==> config.mk <==
export PLATFORM = sky130hd
export DESIGN_NAME = fetch_stage_flat
export DESIGN_NICKNAME = d
export VERILOG_FILES = /design/src/rtl/pipeline_pkg.sv /design/src/rtl/fetch_stage_if.sv /design/src/rtl/if_id_reg.sv /design/src/rtl/fetch_stage.sv /design/src/flat_wrapper.sv
export SDC_FILE = /design/constraint.sdc
export NUM_CORES = 1
export LEC_CHECK = 0
export ABC_AREA = 1
export BUFFER_PORTS_ARGS = -buffer_cell sky130_fd_sc_hd__buf_2
export CELL_PAD_IN_SITES_DETAIL_PLACEMENT = 2
export CELL_PAD_IN_SITES_GLOBAL_PLACEMENT = 2
export CORE_ASPECT_RATIO = 1.1
export CORE_MARGIN = 1.5
export CORE_UTILIZATION = 33
export CTS_CLUSTER_DIAMETER = 80
export DETAILED_ROUTE_END_ITERATION = 7
export GPL_ROUTABILITY_DRIVEN = 0
export PLACE_DENSITY_LB_ADDON = 0.15
export SKIP_CTS_REPAIR_TIMING = 1
export SLEW_MARGIN = 20
export SYNTH_ARGS = -nofsm -noshare
export SYNTH_HDL_FRONTEND = slang
export SYNTH_SLANG_ARGS = --single-unit
export TNS_END_PERCENT = 100
==> constraint.sdc <==
create_clock -name clk -period 2 [get_ports clk]
set_input_delay 0.3 -clock clk [delete_from_list [all_inputs] [get_ports clk]]
set_output_delay 0.3 -clock clk [all_outputs]
set_load 0.005 [all_outputs]
==> src/rtl/pipeline_pkg.sv <==
// Shared definitions for the 16-bit RISC pipeline: NOP encoding, opcode
// field position, fetch-stage state encoding and the default reset PC.
package pipeline_pkg;

   // Opcode 101 with all other fields zero; decode treats it as a no-op.
   localparam logic [15:0] NOP_INST         = 16'hA000;
   localparam int          OPCODE_MSB       = 15;
   localparam int          OPCODE_LSB       = 13;
   localparam logic [15:0] DEFAULT_RESET_PC = 16'h0000;

   // FETCH: request in flight or about to issue
   // HOLD : stalled with the captured instruction parked in the skid register
   // DROP : redirected while a request was outstanding; its data is discarded
   typedef enum logic [1:0] {
      FETCH = 2'd0,
      HOLD  = 2'd1,
      DROP  = 2'd2
   } fetch_state_t;

   // Opcode field as seen by the control unit.
   function automatic logic [2:0] opcode_of(input logic [15:0] inst);
      return inst[OPCODE_MSB:OPCODE_LSB];
   endfunction

endpackage

==> src/rtl/fetch_stage_if.sv <==
// Instruction-memory request/acknowledge port. The fetch stage is the master;
// the memory is the slave. A transfer completes on the edge where req & ack.
interface fetch_stage_if #(
   parameter int PC_W   = 16,
   parameter int INST_W = 16
);
   logic              req;
   logic [PC_W-1:0]   addr;
   logic              ack;
   logic [INST_W-1:0] rdata;

   modport master (output req, output addr, input  ack, input  rdata);
   modport slave  (input  req, input  addr, output ack, output rdata);
endinterface

==> src/rtl/if_id_reg.sv <==
// Pipeline register carrying valid/instruction/pc+1 between stages.
// Bubble forces valid=0 and the NOP encoding; hold freezes all fields;
// load captures new contents. Priority: bubble > hold > load.
module if_id_reg
   import pipeline_pkg::*;
#(
   parameter int PC_W   = 16,
   parameter int INST_W = 16
) (
   input  logic              clk,
   input  logic              rst_n,
   input  logic              i_load,
   input  logic              i_bubble,
   input  logic              i_hold,
   input  logic              i_valid,
   input  logic [INST_W-1:0] i_inst,
   input  logic [PC_W-1:0]   i_pc_plus1,
   output logic              o_valid,
   output logic [INST_W-1:0] o_inst,
   output logic [PC_W-1:0]   o_pc_plus1
);

   logic              r_valid;
   logic [INST_W-1:0] r_inst;
   logic [PC_W-1:0]   r_pc_plus1;

   // Register update: flush to NOP, hold, or load new contents.
   always_ff @(posedge clk or negedge rst_n) begin
      // NOTE: non-blocking assignments so every flop samples pre-edge values.
      if (!rst_n) begin
         r_valid    <= 1'b0;
         r_inst     <= INST_W'(NOP_INST);
         r_pc_plus1 <= '0;
      end else if (i_bubble) begin
         r_valid <= 1'b0;
         r_inst  <= INST_W'(NOP_INST);
      end else if (i_load && !i_hold) begin
         r_valid    <= i_valid;
         r_inst     <= i_inst;
         r_pc_plus1 <= i_pc_plus1;
      end
   end

   assign o_valid    = r_valid;
   assign o_inst     = r_inst;
   assign o_pc_plus1 = r_pc_plus1;

endmodule

==> src/rtl/fetch_stage.sv <==
// Instruction-fetch stage: owns the PC, drives a variable-latency req/ack
// memory port, and loads the IF/ID register. Stalls park a returning
// instruction in a one-entry skid register; redirects flush fetch and, if a
// request is still outstanding, wait out its ack in DROP before refetching.
module fetch_stage
   import pipeline_pkg::*;
#(
   parameter int              PC_W     = 16,
   parameter int              INST_W   = 16,
   parameter logic [PC_W-1:0] RESET_PC = PC_W'(DEFAULT_RESET_PC)
) (
   input  logic              clk,
   input  logic              rst_n,
   fetch_stage_if.master     imem,
   input  logic              stall,
   input  logic              redirect_valid,
   input  logic [PC_W-1:0]   redirect_pc,
   output logic              ifid_valid,
   output logic [INST_W-1:0] ifid_inst,
   output logic [PC_W-1:0]   ifid_pc_plus1
);

   fetch_state_t      r_state;
   logic [PC_W-1:0]   r_pc;
   logic [PC_W-1:0]   r_drop_addr;
   logic              r_skid_valid;
   logic [INST_W-1:0] r_skid_inst;
   logic [PC_W-1:0]   r_skid_pc_plus1;

   logic [PC_W-1:0]   w_pc_plus1;
   logic              w_load;
   logic              w_bubble;
   logic              w_hold;
   logic              w_load_valid;
   logic [INST_W-1:0] w_load_inst;
   logic [PC_W-1:0]   w_load_pc_plus1;

   assign w_pc_plus1 = r_pc + PC_W'(1);

   // Request depends on state only; gated low while reset is asserted.
   // In DROP the abandoned address is presented until its ack.
   assign imem.req  = rst_n && (r_state != HOLD);
   assign imem.addr = (r_state == DROP) ? r_drop_addr : r_pc;

   // PC, skid register and state sequencing; redirect has top priority.
   always_ff @(posedge clk or negedge rst_n) begin
      if (!rst_n) begin
         r_state         <= FETCH;
         r_pc            <= RESET_PC;
         r_drop_addr     <= RESET_PC;
         r_skid_valid    <= 1'b0;
         r_skid_inst     <= INST_W'(NOP_INST);
         r_skid_pc_plus1 <= '0;
      end else if (redirect_valid) begin
         r_pc         <= redirect_pc;
         r_skid_valid <= 1'b0;
         case (r_state)
            FETCH: begin
               if (!imem.ack) begin
                  r_state     <= DROP;
                  r_drop_addr <= r_pc;
               end
            end
            HOLD:    r_state <= FETCH;
            DROP:    r_state <= imem.ack ? FETCH : DROP;
            default: r_state <= FETCH;
         endcase
      end else begin
         case (r_state)
            FETCH: begin
               if (imem.ack) begin
                  r_pc <= w_pc_plus1;
                  if (stall) begin
                     r_skid_valid    <= 1'b1;
                     r_skid_inst     <= imem.rdata;
                     r_skid_pc_plus1 <= w_pc_plus1;
                     r_state         <= HOLD;
                  end
               end
            end
            HOLD: begin
               if (!stall) begin
                  r_skid_valid <= 1'b0;
                  r_state      <= FETCH;
               end
            end
            DROP: begin
               if (imem.ack) r_state <= FETCH;
            end
            default: r_state <= FETCH;
         endcase
      end
   end

   // IF/ID control: choose between bubble, hold, fresh data or skid data.
   always_comb begin
      // NOTE: defaults first so every path assigns every output (no latches).
      w_load          = 1'b0;
      w_bubble        = 1'b0;
      w_hold          = 1'b0;
      w_load_valid    = 1'b1;
      w_load_inst     = imem.rdata;
      w_load_pc_plus1 = w_pc_plus1;
      if (redirect_valid) begin
         w_bubble = 1'b1;
      end else begin
         case (r_state)
            FETCH: begin
               if (stall)          w_hold   = 1'b1;
               else if (imem.ack)  w_load   = 1'b1;
               else                w_bubble = 1'b1;
            end
            HOLD: begin
               if (stall) begin
                  w_hold = 1'b1;
               end else begin
                  w_load          = 1'b1;
                  w_load_valid    = r_skid_valid;
                  w_load_inst     = r_skid_inst;
                  w_load_pc_plus1 = r_skid_pc_plus1;
               end
            end
            default: w_bubble = 1'b1;
         endcase
      end
   end

   if_id_reg #(
      .PC_W   (PC_W),
      .INST_W (INST_W)
   ) u_if_id_reg (
      .clk        (clk),
      .rst_n      (rst_n),
      .i_load     (w_load),
      .i_bubble   (w_bubble),
      .i_hold     (w_hold),
      .i_valid    (w_load_valid),
      .i_inst     (w_load_inst),
      .i_pc_plus1 (w_load_pc_plus1),
      .o_valid    (ifid_valid),
      .o_inst     (ifid_inst),
      .o_pc_plus1 (ifid_pc_plus1)
   );

endmodule
==> src/flat_wrapper.sv <==
// flat-port wrapper written by rule: the top's interface ports become plain ports
module fetch_stage_flat import pipeline_pkg::*;
#(
   parameter int              PC_W     = 16,
   parameter int              INST_W   = 16,
   parameter logic [PC_W-1:0] RESET_PC = PC_W'(DEFAULT_RESET_PC)
)
  (clk, rst_n, stall, redirect_valid, redirect_pc, ifid_valid, ifid_inst, ifid_pc_plus1, imem_req, imem_addr, imem_ack, imem_rdata);
  fetch_stage_if #(.PC_W(PC_W), .INST_W(INST_W)) imem_i ();
  input  logic clk;
  input  logic rst_n;
  input  logic stall;
  input  logic redirect_valid;
  input  logic [PC_W-1:0] redirect_pc;
  output logic ifid_valid;
  output logic [INST_W-1:0] ifid_inst;
  output logic [PC_W-1:0] ifid_pc_plus1;
  output wire logic [$bits(imem_i.req)-1:0] imem_req;
  output wire logic [$bits(imem_i.addr)-1:0] imem_addr;
  input wire logic [$bits(imem_i.ack)-1:0] imem_ack;
  input wire logic [$bits(imem_i.rdata)-1:0] imem_rdata;
  assign imem_req = imem_i.req;
  assign imem_addr = imem_i.addr;
  assign imem_i.ack = imem_ack;
  assign imem_i.rdata = imem_rdata;
  fetch_stage #(.PC_W(PC_W), .INST_W(INST_W), .RESET_PC(RESET_PC)) u_core (.clk(clk), .rst_n(rst_n), .imem(imem_i), .stall(stall), .redirect_valid(redirect_valid), .redirect_pc(redirect_pc), .ifid_valid(ifid_valid), .ifid_inst(ifid_inst), .ifid_pc_plus1(ifid_pc_plus1));
endmodule
-- Word-level counts from Yosys, hierarchy flattened
Index checks and enable logic that the tools add are counted.
Widths: inputs -> output; s select.
- register bits: 100
- input bits: 37
- output and inout port bits: 50
- logic and storage cells: 78
- $add $sub $neg: 1
- equality and inequality tests: 8
- muxes and demuxes: 42
- bitwise operators: 3
- reduce and logical (&&, ||, !) cells: 15
- operators with widths (operator ; count):
    $mux 16 ; 12
    $mux 1 ; 18
    $add 16x1->16 const B ; 1
    $ne 3x3->1 const B ; 5
    $mux 2 ; 7
    $reduce_and 3->1 ; 3
    $pmux 1 s2 ; 3
    $pmux 2 s3 ; 1
    $reduce_bool 2->1 ; 3
    $reduce_and 5->1 ; 1
    $pmux 2 s2 ; 1
    $reduce_and 2->1 ; 2
    $not 1->1 ; 3
    $reduce_bool 3->1 ; 1
    $eq 2x1->1 const B ; 1
    $eq 2x2->1 const B ; 1
    $logic_and 1x1->1 ; 2
    $logic_not 2->1 ; 1
    $ne 2x1->1 const B ; 1
    $reduce_or 2->1 ; 1
    $logic_not 1->1 ; 1

-- Logic depth before layout (Yosys ltp)
- word-level depth: 8
- depth in mapped cells: 13
- gate-level depth less buffers: 13

-- Hierarchy
From an unflattened synthesis, not the netlist that was laid out.
- cell total of the unflattened synthesis: 732
- area total of the unflattened synthesis: 5530.3 µm²
- by module, submodules not included (module ; instances ; cells each ; area an instance (µm²) ; sequential area each (µm²)):
    fetch_stage ; 1 ; 579 ; 4081.4 ; 1679.1
    if_id_reg ; 1 ; 153 ; 1448.9 ; 828.3

-- Worst setup path before layout
No wires, ideal clock.
- kind: register -> register
- from: register u_core.r_pc[0]
- to: register u_core.u_if_id_reg.r_pc_plus1[12], in the netlist u_core.u_if_id_reg.o_pc_plus1[12]
- setup time: 116 ps
- arrival: 1345 ps
- data required time: 1884 ps
- setup slack: 538 ps
- cell stages (with the launch flop): 14
- path buffers: 0
- period minus slack after synthesis: 1462 ps
- cells stage by stage: dfrtp_1 > ha_1 > nand3_2 > inv_2 > nand2_1 > clkinv_1 > nand2_1 > nand2_1 > nand2_1 > nand2_1 > nand2_1 > inv_1 > nand2_1 > nand2_1
- word-level cells in the longest chain between the ends: 4
- ends and longest elaborated chain (element ; RTL line ; source):
    from (decl) ; fetch_stage.sv:24 ; logic [PC_W-1:0] r_pc;
    from (signal assigned) ; fetch_stage.sv:55 ; r_pc <= redirect_pc;
    from (signal assigned) ; fetch_stage.sv:72 ; r_pc <= w_pc_plus1;
    $add 16x1->16 * ; fetch_stage.sv:38 ; assign w_pc_plus1 = r_pc + PC_W'(1);
    $mux 16 ; fetch_stage.sv:114 ; if (stall) begin
    $mux 16 ; fetch_stage.sv:107 ; case (r_state)
    $mux 16 * ; fetch_stage.sv:104 ; if (redirect_valid) begin
    to (signal assigned) ; if_id_reg.sv:40 ; r_pc_plus1 <= i_pc_plus1;
    to (decl) ; if_id_reg.sv:25 ; logic [PC_W-1:0] r_pc_plus1;
Mark *: on every way between the ends. The rest lies on a longest branch, timed or not.
A chain may end at the register's enable or synchronous reset.

-- Worst setup path in the final report
- from: register u_core.r_state[0]
- to: output port imem_addr[5]
- word-level cells in the longest chain between the ends: 2
- ends and longest elaborated chain (element ; RTL line ; source):
    from (decl) ; fetch_stage.sv:23 ; fetch_state_t r_state;
    from (signal assigned) ; fetch_stage.sv:65 ; DROP: r_state <= imem.ack ? FETCH : DROP;
    $eq 2x2->1 ; fetch_stage.sv:43 ; assign imem.addr = (r_state == DROP) ? r_drop_addr : r_pc;
    $mux 16 ; fetch_stage.sv:43 ;
    to (decl) ; flat_wrapper.sv:19 ; output wire logic [$bits(imem_i.addr)-1:0] imem_addr;
Every way passes these cells.

==> run_results.csv <==
group,metric,value,unit
outcome,outcome,"finished, final reports clean",
global_route,grt_max_degree,101,
clocking,clk_latency,0.36,ns
clocking,clock_path_buffers,2,
sta,period_share,92.5,%
floorplanning,die_h,135,um
setup_path,max_stage_delay,0.42,ns
setup_path,crit_fanout,32,
global_route,gr-total-overflow,0,
clocking,clkTransAtPathRegs,0.08,ns
clocking,numCtsBuffers,9,
floorplanning,io_pins,87,
detailed_routing,dr.pass1.iters,4,
synthesis,synth-seq-cells,100,
final_layout,drive_gt1_share,20.4,%
synthesis,synthesis.area,0.00521,sq mm
final_layout,fin_nets,769,
global_route,grt.total_usage,22.3,%
synthesis,ys_types,41,
detailed_routing,wirelength,17.3,mm
final_layout,multi_input_area,0.00226,sq mm
synthesis,syn-num-nets,693,
sta,hold_viol,0,
final_layout,final_area,0.00614,sq mm
final_layout,ff_latch_area,0.00251,sq mm
power_and_ir_drop,ir_drop,456,uV
flow_run,drv_cap,0,
final_layout,final_core_util,40.3,%
global_route,antenna_found_initial,0,
synthesis,yosysTopAreaCell,"dfrtp_1",
setup_path,timing_worst_setup_path_type,"flip-flop to output port",
setup_path,r2r-end,"u_core.u_if_id_reg.o_pc_plus1[14]$_DFFE_PN0P_",
setup_path,rrSetupSlack,0.25,ns
hold_path,min_path_type,"input pin to asynchronous set/reset pin",
detailed_routing,vias_per_cell,5.24,
power_and_ir_drop,p_seq_share,45.8,%
sta,timing.setup.tns,0,ns
synthesis,synth_seq_area_share,48.1,%
synthesis,avgSynthCellArea,7.95,sq um
detailed_routing,drt_iter0_markers,150,
setup_path,cp.arrival,1.55,ns
clocking,h-tree-depth,3,
power_and_ir_drop,sw_frac_of_total,31.8,%
power_and_ir_drop,p_sw,1.83,mW
placement,port_buffers,86,
setup_path,worst_ep_required_time,1.70,ns
setup_path,crit_chain,"inv_2, nand2_1, buf_12, a21oi_1, buf_2",
power_and_ir_drop,power_density,936,mW/mm^2
synthesis,synth_top_area_share,46.1,%
power_and_ir_drop,pwr-share-comb,21.9,%
global_route,grt_pass1_vias,5454,
setup_path,crit_buf_inv,3,
global_route,grt_first_pass_wirelength,28.2,mm
floorplanning,fp.dieW,123,um
synthesis,synth_area_leaders,"dfrtp_1, nand2_1, nand3_1, o21ai_1, o21ai_0",
sta,max_clock_freq,541,MHz
clocking,clock-root-buffer,"clkbuf_16",
floorplanning,die-area,0.0165,sq mm
sta,finalSetupViolCount,0,
detailed_routing,ant_nets,0,
sta,period_minus_slack,1.85,ns
placement,post-place-ws,0.277,ns
floorplanning,std_cell_rows,47,
placement,dp_hpwl,12.1,mm
synthesis,synth_warnings,0,
final_layout,area_growth,18.0,%
clocking,cts_tree,"done",
setup_path,r2r_start,"u_core.r_pc[0]$_DFFE_PN0P_",
floorplanning,core,0.0152,sq mm
power_and_ir_drop,p_leak,3.12,nW
setup_path,crit_slowest_cell,"dfrtp_1",
final_layout,fillers,1749,
power_and_ir_drop,clkPwrFrac,32.4,%
sta,hold-worst-slack,0.0404,ns
sta,grt_setup_unrepaired,"no",
placement,placed_area,0.00582,sq mm
final_layout,antenna_cells,0,
setup_path,crit_path_start_kind,"flip-flop",
sta,worstMarginPinSlew,0.596,ns
detailed_routing,routedWlPerCell,18.6,um
setup_path,worstSetupEndpointType,"output port",
setup_path,crit_family,"buffers and inverters",
detailed_routing,dr_total_vias,4880,
sta,fin_ws,0.151,ns
sta,finClkSkew,0.0118,ns
synthesis,postSynthCellCount,655,
sta,slew_headroom,60.2,%
clocking,clock-sinks,100,
power_and_ir_drop,internal_power,3.92,mW
floorplanning,start_util,34.2,%
setup_path,reg2reg_depth,10,
detailed_routing,drc,0,
sta,drv_slew,0,
==> sequential cells by signal (all words and copies together), names as in the netlist <==
| name | count |
|---|---|
| u_core.r_drop_addr | 16 |
| u_core.r_pc | 16 |
| u_core.r_skid_inst | 16 |
| u_core.r_skid_pc_plus1 | 16 |
| u_core.u_if_id_reg.o_inst | 16 |
| u_core.u_if_id_reg.o_pc_plus1 | 16 |
| u_core.r_state | 2 |
| u_core.r_skid_valid | 1 |
| u_core.u_if_id_reg.o_valid | 1 |
==> metrics by stage <==
stage | total power, mW | std cells
2_1_floorplan | 3.37 | 655
6_report | 5.75 | 932
3_3_place_gp | 3.85 | 916
3_5_place_dp | 3.94 | 916
4_1_cts | 5.84 | 932
5_1_grt | 6.09 | 932
==> placed cells by master, fill, tap and decap left out, types with 3 or more instances in the layout <==
| master | Yosys | routed |
|---|---|---|
| a21boi_1 | 4 | 4 |
| a21oi_1 | 33 | 33 |
| a31oi_1 | 5 | 5 |
| buf_12 | 0 | 4 |
| buf_2 | 17 | 85 |
| buf_4 | 6 | 12 |
| clkbuf_16 | 0 | 9 |
| dfrtp_1 | 96 | 96 |
| dfstp_2 | 4 | 4 |
| inv_1 | 48 | 47 |
| inv_2 | 8 | 9 |
| mux2i_1 | 9 | 9 |
| nand2_1 | 183 | 183 |
| nand2_2 | 3 | 3 |
| nand3_1 | 49 | 49 |
| nand4_1 | 4 | 4 |
| nor2_1 | 41 | 41 |
| nor2_2 | 4 | 4 |
| nor2_4 | 3 | 3 |
| o211ai_1 | 6 | 6 |
| o21ai_0 | 37 | 37 |
| o21ai_1 | 43 | 43 |
| o221ai_1 | 9 | 9 |
| or2_0 | 4 | 4 |
| or2_2 | 4 | 4 |
| xor2_1 | 4 | 4 |
==> synth_stat cells <==
master	instances
nand3b_1	1
mux2i_1	9
xor2_1	4
nand2_1	183
buf_4	6
nand2_2	3
inv_1	48
a21oi_1	33
o221ai_1	9
o211ai_1	6
a2111oi_0	1
dfstp_2	4
or2_2	4
clkinv_1	1
or2_0	4
ha_1	1
nor3_4	1
a2bb2oi_1	2
inv_6	1
o21ai_1	43
o21ai_0	37
a31oi_1	5
buf_6	5
nor2_4	3
o21bai_1	1
a21boi_1	4
buf_2	17
a32o_1	1
clkbuf_1	8
or2_1	2
nand3_1	49
nand4_1	4
nor2_2	4
nand2_4	1
nor2_1	41
o21ai_2	2
inv_2	8
dfrtp_1	96
xnor2_1	1
o22ai_1	1
nand3_2	1
==> how the worst max path moves through the flow <==
stage | startpoint | end | depth (start not counted) | slack (ns)
after floorplan | u_core.r_pc[0]$_DFFE_PN0P_ | u_core.u_if_id_reg.o_pc_plus1[12]$_DFFE_PN0P_ | 13 | 0.54
after global placement | u_core.r_pc[0]$_DFFE_PN0P_ | u_core.u_if_id_reg.o_pc_plus1[12]$_DFFE_PN0P_ | 13 | 0.38
after detailed placement | u_core.r_pc[0]$_DFFE_PN0P_ | u_core.u_if_id_reg.o_pc_plus1[14]$_DFFE_PN0P_ | 10 | 0.28
after CTS | u_core.r_state[0]$_DFFE_PN0P_ | imem_addr[5] | 6 | -0.03
after global routing | u_core.r_pc[0]$_DFFE_PN0P_ | u_core.u_if_id_reg.o_pc_plus1[12]$_DFFE_PN0P_ | 13 | 0.05
final | u_core.r_state[0]$_DFFE_PN0P_ | imem_addr[5] | 5 | 0.15
==> power by group through the flow <==
stage	Sequential [mW]	Clock (mW)	Combinational (mW)
after floorplan	2.60	0	0.766
after global placement	2.64	0	1.21
after detailed placement	2.67	0	1.27
after CTS	2.64	1.93	1.28
after global routing	2.68	1.99	1.43
final	2.63	1.86	1.26
==> layer usage <==
| metal | global-route usage (%) | vias to the layer above | routed length (um) |
|---|---|---|---|
| met3 | 5.11 | 16 | 470 |
| li1 | - | 2298 | - |
| met2 | 42.0 | 72 | 9520 |
| met5 | 0 | - | 0 |
| met4 | 5.43 | 0 | 297 |
| met1 | 25.0 | 2494 | 7050 |
==> cell families after synthesis <==
logic type	Yosys count	share of synthesized area [%]
fa+ha+maj	1	0.240
compound gates	145	15.7
mux	9	1.73
xor+xnor	5	0.841
flops	100	48.1
buf+inv	94	8.43
simple gates	301	24.9
==> layout make-up <==
type                       count  share of cell area (%)
inverter                      58                    3.62
sequential                   100                    40.8
clock inverter                 5                   0.977
timing repair buffer         101                    9.69
clock buffer                  11                    4.11
tap                          196                    3.99
multi-input combinational    461                    36.8
No activity file was read; power rests on OpenSTA's default activity.
